===== config.mk =====
export PLATFORM = sky130hd
export DESIGN_NAME = bist_resp_analyzer
export DESIGN_NICKNAME = d
export VERILOG_FILES = /design/src/rtl/bist_resp_analyzer.sv
export SDC_FILE = /design/constraint.sdc
export NUM_CORES = 1
export LEC_CHECK = 0
export ABC_CLOCK_PERIOD_IN_PS = 3200
export BUFFER_PORTS_ARGS = -buffer_cell sky130_fd_sc_hd__buf_2
export CORE_MARGIN = 3
export CORE_UTILIZATION = 59
export CTS_BUF_LIST = sky130_fd_sc_hd__clkbuf_2
export DETAILED_ROUTE_END_ITERATION = 8
export PLACE_DENSITY = 0.86
export SLEW_MARGIN = 25
export SYNTH_ARGS = -nofsm -noshare
export SYNTH_HDL_FRONTEND = slang
export SYNTH_SLANG_ARGS = --single-unit

===== constraint.sdc =====
create_clock -name CLK -period 3.2 [get_ports CLK]
set_input_delay 0 -clock CLK [delete_from_list [all_inputs] [get_ports CLK]]
set_output_delay 0 -clock CLK [all_outputs]
set_load 0.05 [all_outputs]

===== src/rtl/bist_resp_analyzer.sv =====
// BIST response analyzer: 8-bit MISR compaction of CUT responses, cycle count,
// golden-signature compare with sticky pass/fail. Optional macro BRA_CNT_CHECK_EN
// also requires the compacted-cycle count to equal EXP_CYCLES for a pass.
module bist_resp_analyzer #(
  parameter int unsigned     SIG_W      = 8,
  parameter logic [SIG_W-1:0] POLY      = 8'h1D,
  parameter logic [SIG_W-1:0] SEED      = 8'h00,
  parameter logic [SIG_W-1:0] GOLDEN    = 8'h00,
  parameter logic [15:0]      EXP_CYCLES = 16'd0
) (
  input  logic             CLK,
  input  logic             RST,
  input  logic             start,
  input  logic             capture_en,
  input  logic             finish,
  input  logic             e0,
  input  logic             e1,
  input  logic             e2,
  output logic [SIG_W-1:0] sig,
  output logic [15:0]      cycles,
  output logic             busy,
  output logic             done,
  output logic             pass_fail
);

  typedef enum logic [1:0] {IDLE, COMPACT, COMPARE, DONE} state_t;

  state_t           state_q;
  logic [SIG_W-1:0] sig_q;
  logic [SIG_W-1:0] sig_d;
  logic [15:0]      cyc_q;
  logic [15:0]      cyc_d;
  logic             busy_q;
  logic             done_q;
  logic             pf_q;
  logic             match_d;

  always_comb begin
    sig_d = {sig_q[SIG_W-2:0], 1'b0}
          ^ (sig_q[SIG_W-1] ? POLY : '0)
          ^ {{(SIG_W-3){1'b0}}, e2, e1, e0};
    cyc_d = (cyc_q == 16'hFFFF) ? cyc_q : cyc_q + 16'd1;
`ifdef BRA_CNT_CHECK_EN
    match_d = (sig_q == GOLDEN) && (cyc_q == EXP_CYCLES);
`else
    match_d = (sig_q == GOLDEN);
`endif
  end

`ifndef BRA_CNT_CHECK_EN
  logic unused_exp_cycles;
  assign unused_exp_cycles = ^EXP_CYCLES;
`endif

  // start overrides every state, including the finish of the same cycle
  always_ff @(posedge CLK or negedge RST) begin
    if (!RST) begin
      state_q <= IDLE;
      sig_q   <= SEED;
      cyc_q   <= '0;
      busy_q  <= 1'b0;
      done_q  <= 1'b0;
      pf_q    <= 1'b0;
    end else if (start) begin
      state_q <= COMPACT;
      sig_q   <= SEED;
      cyc_q   <= '0;
      busy_q  <= 1'b1;
      done_q  <= 1'b0;
      pf_q    <= 1'b0;
    end else begin
      case (state_q)
        COMPACT: begin
          if (capture_en) begin
            sig_q <= sig_d;
            cyc_q <= cyc_d;
          end
          if (finish) begin
            state_q <= COMPARE;
            busy_q  <= 1'b0;
          end
        end
        COMPARE: begin
          pf_q    <= match_d;
          done_q  <= 1'b1;
          state_q <= DONE;
        end
        IDLE, DONE: ;
        default: begin
          state_q <= IDLE;
          busy_q  <= 1'b0;
          done_q  <= 1'b0;
        end
      endcase
    end
  end

  assign sig       = sig_q;
  assign cycles    = cyc_q;
  assign busy      = busy_q;
  assign done      = done_q;
  assign pass_fail = pf_q;

endmodule

==> results of run 1 <==
layout make-up:
type	instances	area [µm²]	area share
flip-flops and latches	29	726	0.415
multi-input cells	116	713	0.408
repair buffers	38	210	0.120
well taps	28	35.0	0.0201
clock buffers	6	30.0	0.0172
inverters	6	22.5	0.0129
clock inverters	2	10.0	0.00573
stage by stage:
stage / hold slack (ns) / utilization / cells / setup WS [ns] / total power, mW
final: 0.0736 / 0.760 / 225 / 1.06 / 0.684
after CTS: 0.0670 / 0.760 / 225 / 1.07 / 0.689
after global routing: 0.0885 / 0.760 / 225 / 0.908 / 0.723
after global placement: 0.0448 / 0.725 / 213 / 1.21 / 0.500
after detailed placement: 0.0568 / 0.725 / 213 / 1.12 / 0.504
after floorplan: -0.296 / - / 159 / 0.991 / 0.472
worst max path at each step:
stage / from / to / slack (ns) / depth (start not counted)
finish: state_q[1] / cycles[14] / 1.06 / 4
global route: state_q[1] / cycles[14] / 0.91 / 4
CTS: state_q[1] / cycles[14] / 1.07 / 4
detailed placement: state_q[1] / cycles[14] / 1.12 / 4
global placement: state_q[1] / cycles[14] / 1.21 / 4
floorplan: cycles[4] / cycles[14] / 0.99 / 5
registers in the layout (all words and copies together), names as in the netlist:
name,flops
state_q,2
cycles,16
busy,1
done,1
pass_fail,1
sig,8
layout by cell type, fill, tap and decap left out, drive strengths merged, types with 2 or more instances in the layout:
cell type	n
dlygate4sd3	4
nand3	6
nand2b	2
clkinv	2
a211oi	5
nor3	2
xnor2	6
clkbuf	6
o21ai	6
or4	8
inv	6
o31ai	7
nor4	5
nand4	5
dfrtp	29
buf	34
nor2	15
a21oi	18
or3	6
nand2	13
timing repair:
action                                 CTS  global route
buffers inserted                         0             0
hold buffers                             4             0
endpoints found under the hold margin   34             0
power groups by stage:
stage,clock network (mW),registers [mW],logic (mW)
2_1_floorplan,0,0.432,0.0403
4_1_cts,0.188,0.391,0.110
3_5_place_dp,0,0.398,0.106
3_3_place_gp,0,0.397,0.103
5_1_grt,0.210,0.394,0.119
6_report,0.185,0.391,0.108
cells in the mapped netlist, types with 2 or more instances:
master,instances
o21ai_0,6
nand4_1,4
nand3_1,6
nor3_1,2
inv_1,6
dfrtp_1,29
xnor2_1,6
a21oi_1,18
nor2_1,15
or3_1,6
a211oi_1,5
clkbuf_1,7
nor4_1,4
nand2_1,13
nand2b_1,2
or4_1,7
o31ai_1,7
worst register-to-register path: cells and delay by family (launching register included):
family	cells	cell delay [ns]
and+or+nand+nor	3	1.36
AOI/OAI and AO/OA	1	0.24
DFF	1	0.44
metal layers:
layer  wire (µm)  vias up  share of wire
li1            -      655              -
met3         221       12          0.065
met1        1350      681           0.40
met4          81        0          0.024
met2        1760       67           0.52
met5           0        -              0
kinds of logic (layout without fill, tap and decap cells):
| group | count (synthesis) | after routing | share of synthesized area |
|---|---|---|---|
| compound gates | 39 | 39 | 0.156 |
| buf+inv | 14 | 52 | 0.0360 |
| mux | 2 | 2 | 0.0142 |
| simple gates | 68 | 68 | 0.264 |
| xor+xnor | 6 | 6 | 0.0352 |
| fa+ha+maj | 1 | 1 | 0.00838 |
| flops | 29 | 29 | 0.486 |
==> metrics.md, run 1 <==
| Metric | Value |
|---|---|
| # clock sinks | 29 |
| DR iter-0 viols | 42 |
| Max Cap Viol | 0 |
| Setup CP Type | flip-flop to flip-flop |
| Grt met3 use | 0.0805 |
| Syn Inst Count | roughly 160 |
| Switching power total | roughly 0.22 mW |
| Placed cell areas | approximately 0.0017 mm² |
| First-pass GRT wire length | between 5000 and 6000 µm |
| Critical Path End Type | flip-flop |
| Die Wd | about 56 µm |
| Root buffer cell | clkbuf_2 |
| GPL Wtd Cong | 0.757 |
| Residual DRC | 0 |
| FFs w/ async S/R, synth | 1.00 |
| Worst-path fanout max | 10 |
| Final Instance Area | 0.00175 mm² |
| Grt met2 use | 0.429 |
| Drt total wl | around 3400 µm |
| CTS tree | built |
| Max Slew Vio Count | 0 |
| WHS Endpoint | sig[2] |
| Number of synthesized flops with an enable pin | 0 |
| Vias in the first global route | roughly 1.4k |
| WHS Path Cells | 5 |
| GRT overflow | 0 |
| Gr usage total | 0.244 |
| Final ANT Viol Nets | 0 |
| Synthesized flop and latch total | 29 |
| Skew-Pair Late Insertion Delay | roughly 0.35 ns |
| Leakage power | a little under 0.8 nW |
| Core area | roughly 0.0023 mm² |
| Share of layout cells above drive strength 1 | 0.239 |
| Die ar. | 0.00317 mm² |
| # setup viols final | 0 |
| Crit path max-delay cell type | or4_1 |
| Tightest Hold Check Type | input port to flip-flop |
| Cell Rows | 17 |
| Synth top area share | 0.486 |
| Achievable frequency | 468 MHz |
| Final Hold Viols | 0 |
| RSZ-0062 raised after global routing | no |
| Pin count of the biggest net entering global routing | 32 |
| Inserted Clock Buffers | 5 |
| Clock power frac | 0.270 |
| Net Count, Synth | roughly 170 |
| Clk buf depth | 2 |
| Data arrival, critical path | 2.39 ns |
| Syn Area/Cell | 9.39 µm² |
| Status | completed |
| Top post-synthesis cells by area | dfrtp_1 (49%), a21oi_1 (6.0%), nor2_1 (3.8%) |
| Final min period | ~2.1 ns |
| Final period util | 0.667 |
| GR peak layer | met2 |
| Critical Path RT | ~3.5 ns |
| R2R depth | 4 |
| Register area share after synthesis | 0.486 |
| R2R Setup Slk | 1.06 ns |
| CP cell instances | nand3b_2, or4_1, or3_1, a211oi_1 |
| Setup TNS | 0 ns |
| CP delay by family, top | simple AND/OR/NAND/NOR gates |
| Max stage delay on crit path | around 0.65 ns |
| PD cells | just under 400 mW/mm² |
| Min-delay src | e2 |
| DR vias/cell | about 6.3 |
| Fill cells | about 170 |
| Measured slew at the worst slew-check pin | 0.765 ns |
| Final Skew | roughly 0.015 ns |
| IO Pins | 35 |
| Area leader, netlist | dfrtp_1 |
| Synthesized area | 0.00149 mm² |
| Pre-antenna DRT Iters | 4 |
| Worst vdd ir | around 270 µV |
| WL/cell | 15.2 µm |
| Synth warn | 0 |
| Worst-path clk slew | 0.15 ns |
| Relative slew margins | 0.486 |
| Post-CTS Resized | 0 |
| Initial antenna violation count | 0 |
| H-Tree Depth | 2 |
| Number of port buffers | 34 |
| Starting Density | 0.650 |
| Nets@finish | just over 200 |
| Unique masters post-synth | 33 |
| Antenna diode count | 0 |
| Area delta synth->final | 17.0% |
| Int Pwr | 0.466 mW |
| Startpoint types | flip-flop |
| Die H | ~56 µm |
| HPWL Detailed | approximately 2400 µm |
| Sw Share | 0.319 |
| Worst reg2reg path endpoint | cycles[14] |
| RR Startpoint | state_q[1] |
| Routed via count | between 1k and 1.5k |
| Synth Flop Type | dfrtp_1 |
| Crit path buf inv count | 0 |
| Sequential share of power | 0.572 |
| Share of total power in combinational logic | 0.158 |
| Grt met1 use | 0.263 |
No activity file was read; power rests on OpenSTA's default activity.
==> run 2: changes to the inputs <==
--- a/config.mk
+++ b/config.mk
@@ -5,13 +5,14 @@
 export SDC_FILE = /design/constraint.sdc
 export NUM_CORES = 1
 export LEC_CHECK = 0
-export ABC_CLOCK_PERIOD_IN_PS = 3200
+export ABC_AREA = 1
+export ABC_CLOCK_PERIOD_IN_PS = 2200
 export BUFFER_PORTS_ARGS = -buffer_cell sky130_fd_sc_hd__buf_2
 export CORE_MARGIN = 3
-export CORE_UTILIZATION = 59
+export CORE_UTILIZATION = 56
 export CTS_BUF_LIST = sky130_fd_sc_hd__clkbuf_2
 export DETAILED_ROUTE_END_ITERATION = 8
-export PLACE_DENSITY = 0.86
+export PLACE_DENSITY = 0.82
 export SLEW_MARGIN = 25
 export SYNTH_ARGS = -nofsm -noshare
 export SYNTH_HDL_FRONTEND = slang
==> constraint.sdc (replaced) <==
create_clock -name CLK -period 2.2 [get_ports CLK]
set_input_delay 0 -clock CLK [delete_from_list [all_inputs] [get_ports CLK]]
set_output_delay 0 -clock CLK [all_outputs]
set_load 0.05 [all_outputs]
==> run 2 against run 1 <==
Area after synthesis is 5.1% higher. Die area is 9.6% higher. Clock power is 98% higher. Final cell count is 20% higher. Final area is 7.5% higher. Critical endpoint is now cycles[13]. Total power is 61% higher. Sequential cell count stayed put. Non-clock buffer count is 2 higher.
==> metrics.md, run 2 <==
| Metric | Value |
|---|---|
| Status | completed |
| Worst-path fanout max | 19 (+9) |
| Measured slew at the worst slew-check pin | 0.643 ns (-0.122 ns) |
| # setup viols final | 0 (unchanged) |
| Most common cell on crit path | nand2_1 |
| Top-count cell post-synth | nand2_1 |
| Die ar. | 0.00347 mm² (+9.6%) |
| Highest signal layer in the routed design | met4 |
| Clk buf depth | 2 (unchanged) |
| Synth Flop Type | dfrtp_1 |
| Residual DRC | 0 (unchanged) |
| Top post-synthesis cells by area | dfrtp_1 (46%), nand2_1 (14%), xnor2_1 (4.5%) |
| Final Instance Area | 0.00188 mm² (+7.5%) |
| DR vias/cell | 5.39 (-14%) |
| Final min period | 1.65 ns (-0.488 ns) |
| Area delta synth->final | 19.7% |
| Commonest non-fill, non-tap cell in the layout | nand2_1 |
| Initial antenna violation count | 0 (unchanged) |
| WL/cell | 12.7 µm (-17%) |
| Starting Density | 0.611 (-0.0387) |
| Placed cell areas | 0.00176 mm² (+5.5%) |
| Met2 WL | 1630 µm (-7.7%) |
| Share of layout cells above drive strength 1 | 0.225 (-0.0136) |
| Fin cells | 270 (+20%) |
| PD cells | 586 mW/mm² (+50%) |
| Most frequent cells in the layout | nand2_1 (59), buf_2 (34), dfrtp_1 (29) |
| Final ANT Viol Nets | 0 (unchanged) |
| Final Hold Viols | 0 (unchanged) |
| Skew-Pair Late Insertion Delay | 0.35 ns (about the same) |
| Synthesized area | 0.00157 mm² (+5.1%) |
| Area of the multi-input gates | 746 µm² (+4.6%) |
| Antenna diode count | 0 (unchanged) |
| Met3 wire length | 214 µm (-3.2%) |
| FFs w/ async S/R, synth | 1.00 (unchanged) |
| Post-CTS Resized | 0 (unchanged) |
| HPWL Detailed | 2500 µm (+3.1%) |
| Max Cap Viol | 0 (unchanged) |
| Register area share after synthesis | 0.463 (-0.0236) |
| Setup TNS | 0 ns (unchanged) |
| Final period util | 0.749 (+0.0814) |
| Inserted Clock Buffers | 5 (unchanged) |
| Number of port buffers | 34 (unchanged) |
| Fill cells | 211 (+23%) |
| CP cell instances | ha_1, nand2_1, nor2_2, nand2_4, nor2_8, nand3_4, nand2_4, inv_2, nand2_1, nand2_1 |
| Final Skew | 0.0102 ns (-0.00486 ns) |
| Gr usage total | 0.224 (-0.0200) |
| Die Wd | 58.9 µm (+4.7%) |
| M1 WL | 1570 µm (+16%) |
| Synth warn | 0 (unchanged) |
| # hold bufs at CTS | 5 (+1) |
| Critical Path End Type | flip-flop |
| DP Cell Count | 257 (+21%) |
| Net Count, Synth | 204 (+21%) |
| Post-layout util | 0.731 (-0.0289) |
| Worst vdd ir | 586 µV (+120%) |
| Core area | 0.00257 mm² (+12%) |
| # clock sinks | 29 (unchanged) |
| Synth top area share | 0.463 (-0.0236) |
| WHS | 0.0283 ns (-0.0453 ns) |
| Sequential cell area | 726 µm² (unchanged) |
| Cell Rows | 18 (+1) |
| Routed via count | 1455 (+2.8%) |
| Max FFs per register | 16 (unchanged) |
| CP delay by family, top | simple AND/OR/NAND/NOR gates |
| H-Tree Depth | 2 (unchanged) |
| Tightest Hold Check Type | input port to flip-flop |
| GPL Wtd Cong | 0.803 (+6.1%) |
| Nets@finish | 249 (+21%) |
| Worst-path clk slew | 0.15 ns (about the same) |
| Crit path max-delay cell type | dfrtp_1 |
| Data arrival, critical path | 1.90 ns (-0.49 ns) |
| Setup CP Type | flip-flop to flip-flop |
| Syn Inst Count | 195 (+23%) |
| Achievable frequency | 607 MHz (+30%) |
| Relative slew margins | 0.571 (+0.0856) |
| Pin count of the biggest net entering global routing | 30 (-6.3%) |
| Max stage delay on crit path | 0.46 ns (-0.19 ns) |
| Vias in the first global route | 1340 (-2.2%) |
| Syn Area/Cell | 8.05 µm² (-14%) |
| Area leader, netlist | dfrtp_1 |
| Max Slew Vio Count | 0 (unchanged) |
| Crit path buf inv count | 1 (+1) |
| Top cells by count, synth | nand2_1 (59), dfrtp_1 (29), inv_1 (18), nor2_1 (18), nand3_1 (12) |
| IO Pins | 35 (unchanged) |
| Leakage power | 0.961 nW (+24%) |
| DR iter-0 viols | 51 (+21%) |
| RSZ-0062 raised after global routing | no |
| Number of synthesized flops with an enable pin | 0 (unchanged) |
| Synthesized flop and latch total | 29 (unchanged) |
| Die H | 58.9 µm (+4.7%) |
| # Post-CTS Setup Buffers | 0 (unchanged) |
| Unique masters post-synth | 26 (-21%) |
| GRT overflow | 0 (unchanged) |
| Startpoint types | flip-flop |
| Drt total wl | 3430 µm (+0.15%) |
| CTS tree | built |
| First-pass GRT wire length | 5820 µm (-0.94%) |
| Root buffer cell | clkbuf_2 |
| Pre-antenna DRT Iters | 6 (+2) |
| Critical Path RT | 2.46 ns (-1.00 ns) |
## run 2: cell count changes after synthesis, sizes merged, moves of 8 or more
cell	before	now
inv	6	21
nand2	13	62
a21oi	18	3
or4	8	0
o21ai	6	17
## run 2: path summary, 6_finish.rpt
path,startpoint,endpoint,slack [ns],depth (start not counted)
hold reg to reg,busy,busy,0.49,2
setup reg to reg,cycles[0],cycles[13],0.55,10
hold / removal,capture_en,sig[0],0.03,4
max in group asynchronous,RST,cycles[9],1.60,2
min in group asynchronous,RST,sig[3],0.18,2
setup / recovery,cycles[0],cycles[13],0.55,10
## run 2: tightest hold or removal path, delay by kind of cell
kind / cells / cell delay, ns
buffers and inverters: 1 / 0.08
AOI/OAI and AO/OA: 1 / 0.07
and+or+nand+nor: 2 / 0.20
## run 2: per-stage QoR
| stage | setup slack, ns | power, mW |
|---|---|---|
| floorplan | 0.344 | 0.689 |
| global placement | 0.654 | 0.733 |
| detailed placement | 0.559 | 0.736 |
| CTS | 0.529 | 1.11 |
| global route | 0.353 | 1.16 |
| finish | 0.553 | 1.10 |
## run 2: cell families (layout without fill, tap and decap cells)
kind of cell             count (synthesis)  count (layout)  share of synthesized area
AO/OA/AOI/OAI                           26              26                     0.0885
XOR/XNOR                                13              13                     0.0726
adder cells (fa/ha/maj)                  1               1                    0.00797
buffers and inverters                   23              68                     0.0622
flip-flops                              29              29                      0.463
AND/OR/NAND/NOR                        103             103                      0.306
## run 2: final cells by class
cell class	count	area share
Clock buffer	5	0.0133
Clock inverter	2	0.0187
Inverter	21	0.0420
Multi-Input combinational cell	143	0.397
Sequential cell	29	0.386
Tap cell	30	0.0200
Timing Repair Buffer	40	0.123
## run 2: power by group
part | total (mW) | internal [mW] | switching (mW)
logic | 0.166 | 0.0448 | 0.122
clock network | 0.367 | 0.185 | 0.182
registers | 0.567 | 0.551 | 0.0160
## run 2: routing by layer
| layer | vias to the layer above | GRT usage |
|---|---|---|
| met1 | 684 | 0.295 |
| met5 | - | 0 |
| met3 | 4 | 0.0789 |
| met2 | 48 | 0.352 |
| met4 | 0 | 0.0615 |
| li1 | 719 | - |
